**src/rtl/spectrum_pkg.sv**
```systemverilog
// Shared types and constants for the image column loader.
//   WORD_W         : sample / memory word width
//   DEF_ROWS/COLS  : default frame geometry (banks x bank depth)
//   loader_state_t : column loader FSM states
//   col_vec_t      : one packed column at the default geometry
//   cnt_width()    : counter width for a modulus, never below 1 bit
package spectrum_pkg;

   localparam int WORD_W   = 32;
   localparam int DEF_ROWS = 4;
   localparam int DEF_COLS = 4;

   typedef enum logic [1:0] {
      IDLE,
      FILL,
      WRITE,
      DONE
   } loader_state_t;

   typedef logic [DEF_ROWS-1:0][WORD_W-1:0] col_vec_t;

   function automatic int cnt_width(input int modulus);
      return (modulus > 1) ? $clog2(modulus) : 1;
   endfunction

endpackage

```
**src/rtl/column_loader_if.sv**
```systemverilog
// Sample stream, control and column-write bus of the column loader.
//   master : upstream feeder (drives start/abort/in_valid/in_data)
//   slave  : column loader (drives in_ready/we/write_data/addr_write/busy/done)
interface column_loader_if
   import spectrum_pkg::*;
#(
   parameter int IMG_ROWS = DEF_ROWS
);

   logic                             start;
   logic                             abort;
   logic                             in_valid;
   logic                             in_ready;
   logic [WORD_W-1:0]                in_data;
   logic                             we;
   logic [IMG_ROWS-1:0][WORD_W-1:0]  write_data;
   logic [WORD_W-1:0]                addr_write;
   logic                             busy;
   logic                             done;

   modport master (
      output start, abort, in_valid, in_data,
      input  in_ready, we, write_data, addr_write, busy, done
   );

   modport slave (
      input  start, abort, in_valid, in_data,
      output in_ready, we, write_data, addr_write, busy, done
   );

endinterface

```
**src/rtl/mod_counter.sv**
```systemverilog
// Modulo-MODULUS up-counter.
//   clk, rst_n : clock, asynchronous active-low reset
//   en_i       : advance by one, wrapping to 0 after MODULUS-1
//   clr_i      : synchronous clear, wins over en_i
//   cnt_o      : current count
//   wrap_o     : count is at MODULUS-1 (next enabled step wraps)
module mod_counter
   import spectrum_pkg::*;
#(
   parameter  int MODULUS = 4,
   localparam int CW      = cnt_width(MODULUS)
) (
   input  logic          clk,
   input  logic          rst_n,
   input  logic          en_i,
   input  logic          clr_i,
   output logic [CW-1:0] cnt_o,
   output logic          wrap_o
);

   logic [CW-1:0] cnt_q;
   logic [CW-1:0] cnt_d;

   assign wrap_o = (cnt_q == CW'(MODULUS - 1));
   assign cnt_o  = cnt_q;

   always_comb begin
      cnt_d = cnt_q;
      if (clr_i) begin
         cnt_d = '0;
      end else if (en_i) begin
         cnt_d = wrap_o ? '0 : cnt_q + CW'(1);
      end
   end

   always_ff @(posedge clk or negedge rst_n) begin
      if (!rst_n) begin
         cnt_q <= '0;
      end else begin
         cnt_q <= cnt_d;
      end
   end

endmodule

```
**src/rtl/column_loader.sv**
```systemverilog
// Packs a column-major sample stream into whole-column writes for the
// image column memory and flags the end of each frame.
//   clk, rst_l : clock, asynchronous active-low reset
//   bus        : column_loader_if.slave (stream in, control, column write out)
//
// state | meaning
// IDLE  | waiting for start, stream not accepted
// FILL  | accepting samples into write_data[row_idx]
// WRITE | one-cycle column write at col_idx
// DONE  | one-cycle done pulse after the last column
module column_loader
   import spectrum_pkg::*;
#(
   parameter int IMG_ROWS = DEF_ROWS,
   parameter int IMG_COLS = DEF_COLS
) (
   input  logic            clk,
   input  logic            rst_l,
   column_loader_if.slave  bus
);

   localparam int RW  = cnt_width(IMG_ROWS);
   localparam int CLW = cnt_width(IMG_COLS);

   loader_state_t                   state_q;
   logic                            we_q;
   logic                            done_q;
   logic                            busy_q;
   logic [IMG_ROWS-1:0][WORD_W-1:0] wdata_q;
   logic [WORD_W-1:0]               addr_q;

   logic [RW-1:0]  row_idx;
   logic [CLW-1:0] col_idx;
   logic           row_last;
   logic           col_last;
   logic           abort_act;
   logic           xfer;
   logic           row_en;
   logic           row_clr;
   logic           col_en;
   logic           col_clr;

   // abort is only meaningful outside IDLE; an aborted cycle consumes nothing
   assign abort_act = bus.abort && (state_q != IDLE);
   assign xfer      = (state_q == FILL) && bus.in_valid && !abort_act;

   assign row_en  = xfer;
   assign row_clr = abort_act || (state_q == IDLE);
   // col_idx wraps to 0 on the last WRITE, so it is already clear in DONE
   assign col_en  = (state_q == WRITE) && !abort_act;
   assign col_clr = abort_act || (state_q == IDLE) || (state_q == DONE);

   mod_counter #(.MODULUS(IMG_ROWS)) u_row_cnt (
      .clk    (clk),
      .rst_n  (rst_l),
      .en_i   (row_en),
      .clr_i  (row_clr),
      .cnt_o  (row_idx),
      .wrap_o (row_last)
   );

   mod_counter #(.MODULUS(IMG_COLS)) u_col_cnt (
      .clk    (clk),
      .rst_n  (rst_l),
      .en_i   (col_en),
      .clr_i  (col_clr),
      .cnt_o  (col_idx),
      .wrap_o (col_last)
   );

   always_ff @(posedge clk or negedge rst_l) begin
      if (!rst_l) begin
         state_q <= IDLE;
         we_q    <= 1'b0;
         done_q  <= 1'b0;
         busy_q  <= 1'b0;
         wdata_q <= '0;
         addr_q  <= '0;
      end else begin
         we_q   <= 1'b0;
         done_q <= 1'b0;
         if (xfer) begin
            wdata_q[row_idx] <= bus.in_data;
         end
         if (abort_act) begin
            state_q <= IDLE;
            busy_q  <= 1'b0;
         end else begin
            unique case (state_q)
               IDLE: begin
                  if (bus.start) begin
                     state_q <= FILL;
                     busy_q  <= 1'b1;
                  end
               end
               FILL: begin
                  if (xfer && row_last) begin
                     state_q <= WRITE;
                     we_q    <= 1'b1;
                     addr_q  <= WORD_W'(col_idx);
                  end
               end
               WRITE: begin
                  if (col_last) begin
                     state_q <= DONE;
                     done_q  <= 1'b1;
                  end else begin
                     state_q <= FILL;
                  end
               end
               DONE: begin
                  state_q <= IDLE;
                  busy_q  <= 1'b0;
               end
               default: begin
                  state_q <= IDLE;
                  busy_q  <= 1'b0;
               end
            endcase
         end
      end
   end

   assign bus.in_ready   = (state_q == FILL);
   assign bus.we         = we_q;
   assign bus.done       = done_q;
   assign bus.busy       = busy_q;
   assign bus.write_data = wdata_q;
   assign bus.addr_write = addr_q;

endmodule

```
**src/flat_wrapper.sv**
```systemverilog
// flat-port wrapper written by rule: the top's interface ports become plain ports
module column_loader_flat import spectrum_pkg::*;
#(
   parameter int IMG_ROWS = DEF_ROWS,
   parameter int IMG_COLS = DEF_COLS
)
  (clk, rst_l, bus_start, bus_abort, bus_in_valid, bus_in_data, bus_in_ready, bus_we, bus_write_data, bus_addr_write, bus_busy, bus_done);
  column_loader_if #(.IMG_ROWS(IMG_ROWS)) bus_i ();
  input  logic clk;
  input  logic rst_l;
  input wire logic [$bits(bus_i.start)-1:0] bus_start;
  input wire logic [$bits(bus_i.abort)-1:0] bus_abort;
  input wire logic [$bits(bus_i.in_valid)-1:0] bus_in_valid;
  input wire logic [$bits(bus_i.in_data)-1:0] bus_in_data;
  output wire logic [$bits(bus_i.in_ready)-1:0] bus_in_ready;
  output wire logic [$bits(bus_i.we)-1:0] bus_we;
  output wire logic [$bits(bus_i.write_data)-1:0] bus_write_data;
  output wire logic [$bits(bus_i.addr_write)-1:0] bus_addr_write;
  output wire logic [$bits(bus_i.busy)-1:0] bus_busy;
  output wire logic [$bits(bus_i.done)-1:0] bus_done;
  assign bus_i.start = bus_start;
  assign bus_i.abort = bus_abort;
  assign bus_i.in_valid = bus_in_valid;
  assign bus_i.in_data = bus_in_data;
  assign bus_in_ready = bus_i.in_ready;
  assign bus_we = bus_i.we;
  assign bus_write_data = bus_i.write_data;
  assign bus_addr_write = bus_i.addr_write;
  assign bus_busy = bus_i.busy;
  assign bus_done = bus_i.done;
  column_loader #(.IMG_ROWS(IMG_ROWS), .IMG_COLS(IMG_COLS)) u_core (.clk(clk), .rst_l(rst_l), .bus(bus_i));
endmodule
```
**config.mk**
```make
export PLATFORM = sky130hd
export DESIGN_NAME = column_loader_flat
export DESIGN_NICKNAME = d
export VERILOG_FILES = /design/src/rtl/spectrum_pkg.sv /design/src/rtl/column_loader_if.sv /design/src/rtl/mod_counter.sv /design/src/rtl/column_loader.sv /design/src/flat_wrapper.sv
export SDC_FILE = /design/constraint.sdc
export NUM_CORES = 1
export LEC_CHECK = 0
export BUFFER_PORTS_ARGS = -buffer_cell sky130_fd_sc_hd__buf_2
export CAP_MARGIN = 25
export CORE_MARGIN = 3
export CORE_UTILIZATION = 53
export DETAILED_ROUTE_END_ITERATION = 12
export PLACE_DENSITY = 0.84
export SYNTH_ARGS = -nofsm -noshare
export SYNTH_HDL_FRONTEND = slang
export SYNTH_HIERARCHICAL = 1
export SYNTH_SLANG_ARGS = --single-unit
```
**constraint.sdc**
```tcl
create_clock -name clk -period 4.8 [get_ports clk]
set_clock_uncertainty 0.05 [all_clocks]
set_input_delay 0.96 -clock clk [delete_from_list [all_inputs] [get_ports clk]]
set_output_delay 0.96 -clock clk [all_outputs]
set_load 0.01 [all_outputs]
```
* Word-level counts from Yosys, hierarchy flattened
Index checks and enable logic that the tools add are counted.
** Cells by class
- Bitwise gates (word level) :: 1
- Multiplexer cells :: 23
- $lt $le $gt $ge :: 2
- Reduce and logical (&&, ||, !) cells :: 17
- Add/sub/neg operators :: 2
- Equal/unequal tests :: 7
** Operators by type and width (number)
- 128-bit bitwise mux :: 1
- 32-bit demux with 2-bit select :: 1
- 32-bit two-way mux :: 1
- 2-bit two-way mux :: 10
- 2-bit == test, second input constant :: 4
- 1-bit two-way mux :: 8
- 2-bit one-hot mux with 4 select lines :: 1
- 1-bit logical AND :: 6
- 2-bit nonzero test :: 3
- 2-bit by 1-bit adder with 2-bit output, second input constant :: 2
- 2-bit AND reduction :: 2
- 2-bit by 3-bit less-than comparator with 1-bit output, second input constant :: 1
- 3-bit by 1-bit != test with 1-bit output, second input constant :: 1
- 3-bit by 2-bit != test with 1-bit output, second input constant :: 1
- 3-bit AND reduction :: 1
- 3-bit nonzero test :: 1
- 2-bit by 1-bit == test with 1-bit output, second input constant :: 1
- 2-bit by 1-bit >= comparator with 1-bit output, second input constant :: 1
- 2-bit logical NOT :: 1
- 1-bit logical OR :: 2
- 1-bit one-hot mux with 2 select lines :: 1
- 1-bit logical NOT :: 1
- 1-bit inverter :: 1
** Storage, ports and cells
- Register bits after elaboration :: 139
- Input bits :: 37
- Output and inout bits :: 164
- Logic and storage cells :: 63

* Depth between registers and ports, before layout
- Depth in word-level cells :: 8
- Mapped depth :: 6
- Depth with buffers taken out :: 4

* Modules after synthesis
The synthesis kept the hierarchy.
** Modules (own cells, without submodules)
- column_loader :: times used 1, sequential area each 3378.2 um^2, area each 5447.7 um^2, cells each 333
- mod_counter :: times used 2, sequential area each 50.0 um^2, area each 100.1 um^2, cells each 8

* Worst setup path after synthesis
Ideal clock, no wire load.
- Kind :: input -> register
- From :: in bus_abort
- To :: reg u_core.wdata_q (netlist bit u_core/bus.write_data[100])
- Stages on the path :: 6
- Setup time :: 0.125 ns
- Data required time :: 4.625 ns
- Path buffers :: 3
- Arrival time :: 2.048 ns
- Path slack :: 2.577 ns
- Cell sequence :: and4bb_1 > buf_6 > and3_4 > buf_6 > buf_12 > mux2_4
** On the way
- Longest elaborated chain between the ends :: 3
** RTL lines
- start, declared :: RTL line flat_wrapper.sv:12 : input wire logic [$bits(bus_i.abort)-1:0] bus_abort;
- 1-bit logical AND :: RTL line column_loader.sv:44 : assign abort_act = bus.abort && (state_q != IDLE);
- 1-bit logical NOT :: RTL line column_loader.sv:45 : assign xfer = (state_q == FILL) && bus.in_valid && !abort_act;
- 1-bit logical AND :: RTL line column_loader.sv:45
- named net u_core.row_en :: RTL line column_loader.sv:38 : logic row_en;
- end signal, assigned by index :: RTL line column_loader.sv:83 : wdata_q[row_idx] <= bus.in_data;
- end, declared :: RTL line column_loader.sv:29 : logic [IMG_ROWS-1:0][WORD_W-1:0] wdata_q;
The timed path passes the listed nets, and every way through them passes these cells.
A chain may end at the register's enable or synchronous reset.

* Worst setup path in the final report
- From :: in bus_abort
- To :: reg u_core.wdata_q (netlist bit u_core/bus.write_data[2])
** On the way
- Longest elaborated chain between the ends :: 3
** RTL lines (RTL line)
- 1-bit logical AND :: column_loader.sv:44
- 1-bit logical NOT :: column_loader.sv:45
- 1-bit logical AND :: column_loader.sv:45
Every way passes these cells.

==> impl_metrics.py <==
metrics = {
    "synthesis": {
        "synthCells": 349,
        "yosys_warnings": 6,
        "postSynthAreaPerCell_um2": 16.2,
        "synth-edff-count": 0,
        "synth_flop_cell": "dfrtp_1",
        "synth_most_common_cell": "dfrtp_1",
        "async_flop_share_pct": 100,
        "synth_area_um2": 5650,
        "ys_seq_area_share_pct": 61.6,
        "yosysTopAreaCell": "dfrtp_1",
        "yosys_register_bits": 139,
        "synth_commonest_cells": "dfrtp_1, mux2_2, buf_4, mux2_4, buf_2",
        "synth_top_cell_area_share_pct": 61.6,
        "synth_area_leaders": "dfrtp_1, mux2_2, mux2_4",
        "synthDistinctLibCells": 27,
    },
    "sta": {
        "min_period_over_period_pct": 49.7,
        "slew_viol_final": 0,
        "tns_ns": 0,
        "rsz0062_at_grt": "false",
        "setup_viol": 0,
        "maxSlewHeadroom_pct": 50.0,
        "clock.fmax_mhz": 419,
        "tightestPinTransition_ns": 0.748,
        "hold_viol_final": 0,
        "layout_min_cycle_time_ns": 2.39,
    },
    "finish": {
        "final_cells": 676,
        "post-route-util_pct": 68.9,
        "postLayoutCellArea_um2": 7110,
        "nFillCells": 696,
        "drive_gt1_share_pct": 62.8,
        "fin_nets": 567,
        "n_antenna_cell": 0,
        "syn2layout_area_growth_pct": 25.9,
    },
    "route": {
        "drc_errors": 0,
        "wl_met3_um": 935,
        "ant_nets": 0,
        "wl_met2_mm": 6.12,
        "firstDrtPassIters": 4,
        "drt_iter0_drc": 138,
        "vias": 3424,
        "highest-signal-layer": "met4",
        "wirelength_mm": 12.0,
        "via_per_inst": 5.07,
        "avgRoutedWirePerCell_um": 17.7,
        "wl_met1_mm": 4.70,
    },
    "worst_setup_path": {
        "reg2reg_slack_ns": 2.55,
        "required_ns": 5.14,
        "crit_fanout": 17,
        "critical_path_class": "in -> reg",
        "reg2reg_to": "u_core/bus.write_data[2]",
        "crit_path_end_kind": "flip-flop",
        "r2r-start": "u_core/state_q[1]",
        "crit_path_start_kind": "input pin",
        "ff2ff_path_depth": 4,
        "arrival_ns": 2.72,
    },
    "pwr": {
        "p_per_area_nw_per_um2": 436,
        "leakage_nw": 3.95,
        "ir_worst_vdd_uv": 243,
        "total_power_mw": 3.10,
    },
    "grt": {
        "grt_pass1_wl_mm": 18.5,
        "gr-usage-all-layers_pct": 20.6,
        "grt-ovfl-total": 0,
        "grt_pass1_vias": 3602,
        "antenna_found_initial": 0,
        "grt_max_degree": 108,
    },
    "place": {
        "io_buffers": 170,
        "gp_congestion": 0.717,
        "dpl_cell_area_um2": 6460,
        "hpwl_mm": 8.21,
        "dp_cells": 644,
    },
    "floorplanning": {
        "core_area_um2": 10300,
        "boundaryPins": 201,
        "start_util_pct": 54.7,
        "dieArea_um2": 11900,
        "die_x_um": 109,
        "die_y_um": 109,
        "num_rows": 37,
    },
    "clock_tree": {
        "clk_pin_slew_ns": 0.06,
        "hold_buffers": 0,
        "cts_sinks": 139,
        "cts_resized": 0,
        "cts_root_buffer": "clkbuf_8",
        "cts_tree": "done",
        "cts_buffer_depth": 2,
        "insertion_delay_ns": 0.51,
        "post_cts_buffers": 0,
        "htreeDepth": 4,
        "cts-buffers-inserted": 17,
    },
    "hold_path": {
        "worst_hold_path_type": "in -> async",
    },
    "outcome": {
        "status": "completed",
    },
    "run": {
        "drv_cap": 0,
    },
}
-- flip-flops by register name (all words and copies together) (netlist names) --
name,cells
u_core/bus.write_data,128
u_core/bus.addr_write,2
u_core/state_q,2
u_core/u_col_cnt/cnt_o,2
u_core/u_row_cnt/cnt_o,2
u_core/bus.busy,1
u_core/bus.done,1
u_core/bus.we,1
-- layout by cell type, fill, tap and decap left out, types with 2 or more instances in the layout --
cell type / n
a21oi_1: 2
a21oi_2: 2
buf_2: 169
buf_4: 4
bufinv_16: 4
clkbuf_16: 16
clkbuf_8: 4
clkinv_2: 2
clkinv_4: 2
conb_1: 30
dfrtp_1: 139
ha_1: 2
mux2_2: 100
mux2_4: 30
mux2i_1: 2
nand2_1: 5
nand2b_1: 3
nand3b_1: 2
nor2_1: 4
o21ai_0: 2
or3b_1: 2
-- worst max-delay path, cell delays in order --
cell	delay, ns
buf_2	0.13
and4bb_1	0.41
nand2_1	0.51
buf_4	0.41
mux2_2	0.30
-- through the flow --
stage,worst slack (ns),hold slack [ns]
after global routing,2.28,0.136
after CTS,2.44,0.452
after floorplan,2.58,0.457
final,2.41,0.170
after detailed placement,1.89,0.437
after global placement,1.94,0.431
-- layout make-up --
cell class	count	area, um^2	area share [%]
clock inverters	10	164	2.30
multi-input cells	194	1920	27.0
flip-flops and latches	139	3480	48.9
repair buffers	175	915	12.9
inverters	1	3.75	0.0528
well taps	136	170	2.39
clock buffers	21	459	6.46
-- kinds of logic after synthesis --
group	Yosys count	synth area share, %
and+or+nand+nor	23	2.53
buffers and inverters	45	6.31
DFF	139	61.6
muxes	132	28.3
adders and majority gates	2	0.443
AOI/OAI and AO/OA	7	0.798
other	1	0.0664
-- worst max-delay path by stage --
stage / start / to / slack [ns] / cells after the start
2_1_floorplan: bus_abort / u_core/bus.write_data[100] / 2.58 / 6
3_3_place_gp: bus_abort / u_core/bus.write_data[26] / 1.94 / 5
3_5_place_dp: bus_abort / u_core/bus.write_data[2] / 1.89 / 5
4_1_cts: u_core/state_q[1] / bus_in_ready / 2.44 / 2
5_1_grt: bus_abort / u_core/bus.write_data[2] / 2.28 / 5
6_report: bus_abort / u_core/bus.write_data[2] / 2.41 / 5
-- routing by layer --
layer	vias up	global-route usage, %
li1	1515	-
met2	143	34.6
met5	-	0
met1	1744	24.7
met3	22	6.22
met4	0	8.82
-- where the power goes --
part | switching (mW) | internal, mW | total, mW
Combinational | 0.204 | 0.187 | 0.391
Sequential | 0.0656 | 1.29 | 1.36
Clock | 0.470 | 0.884 | 1.35
No activity file was read; power rests on OpenSTA's default activity.
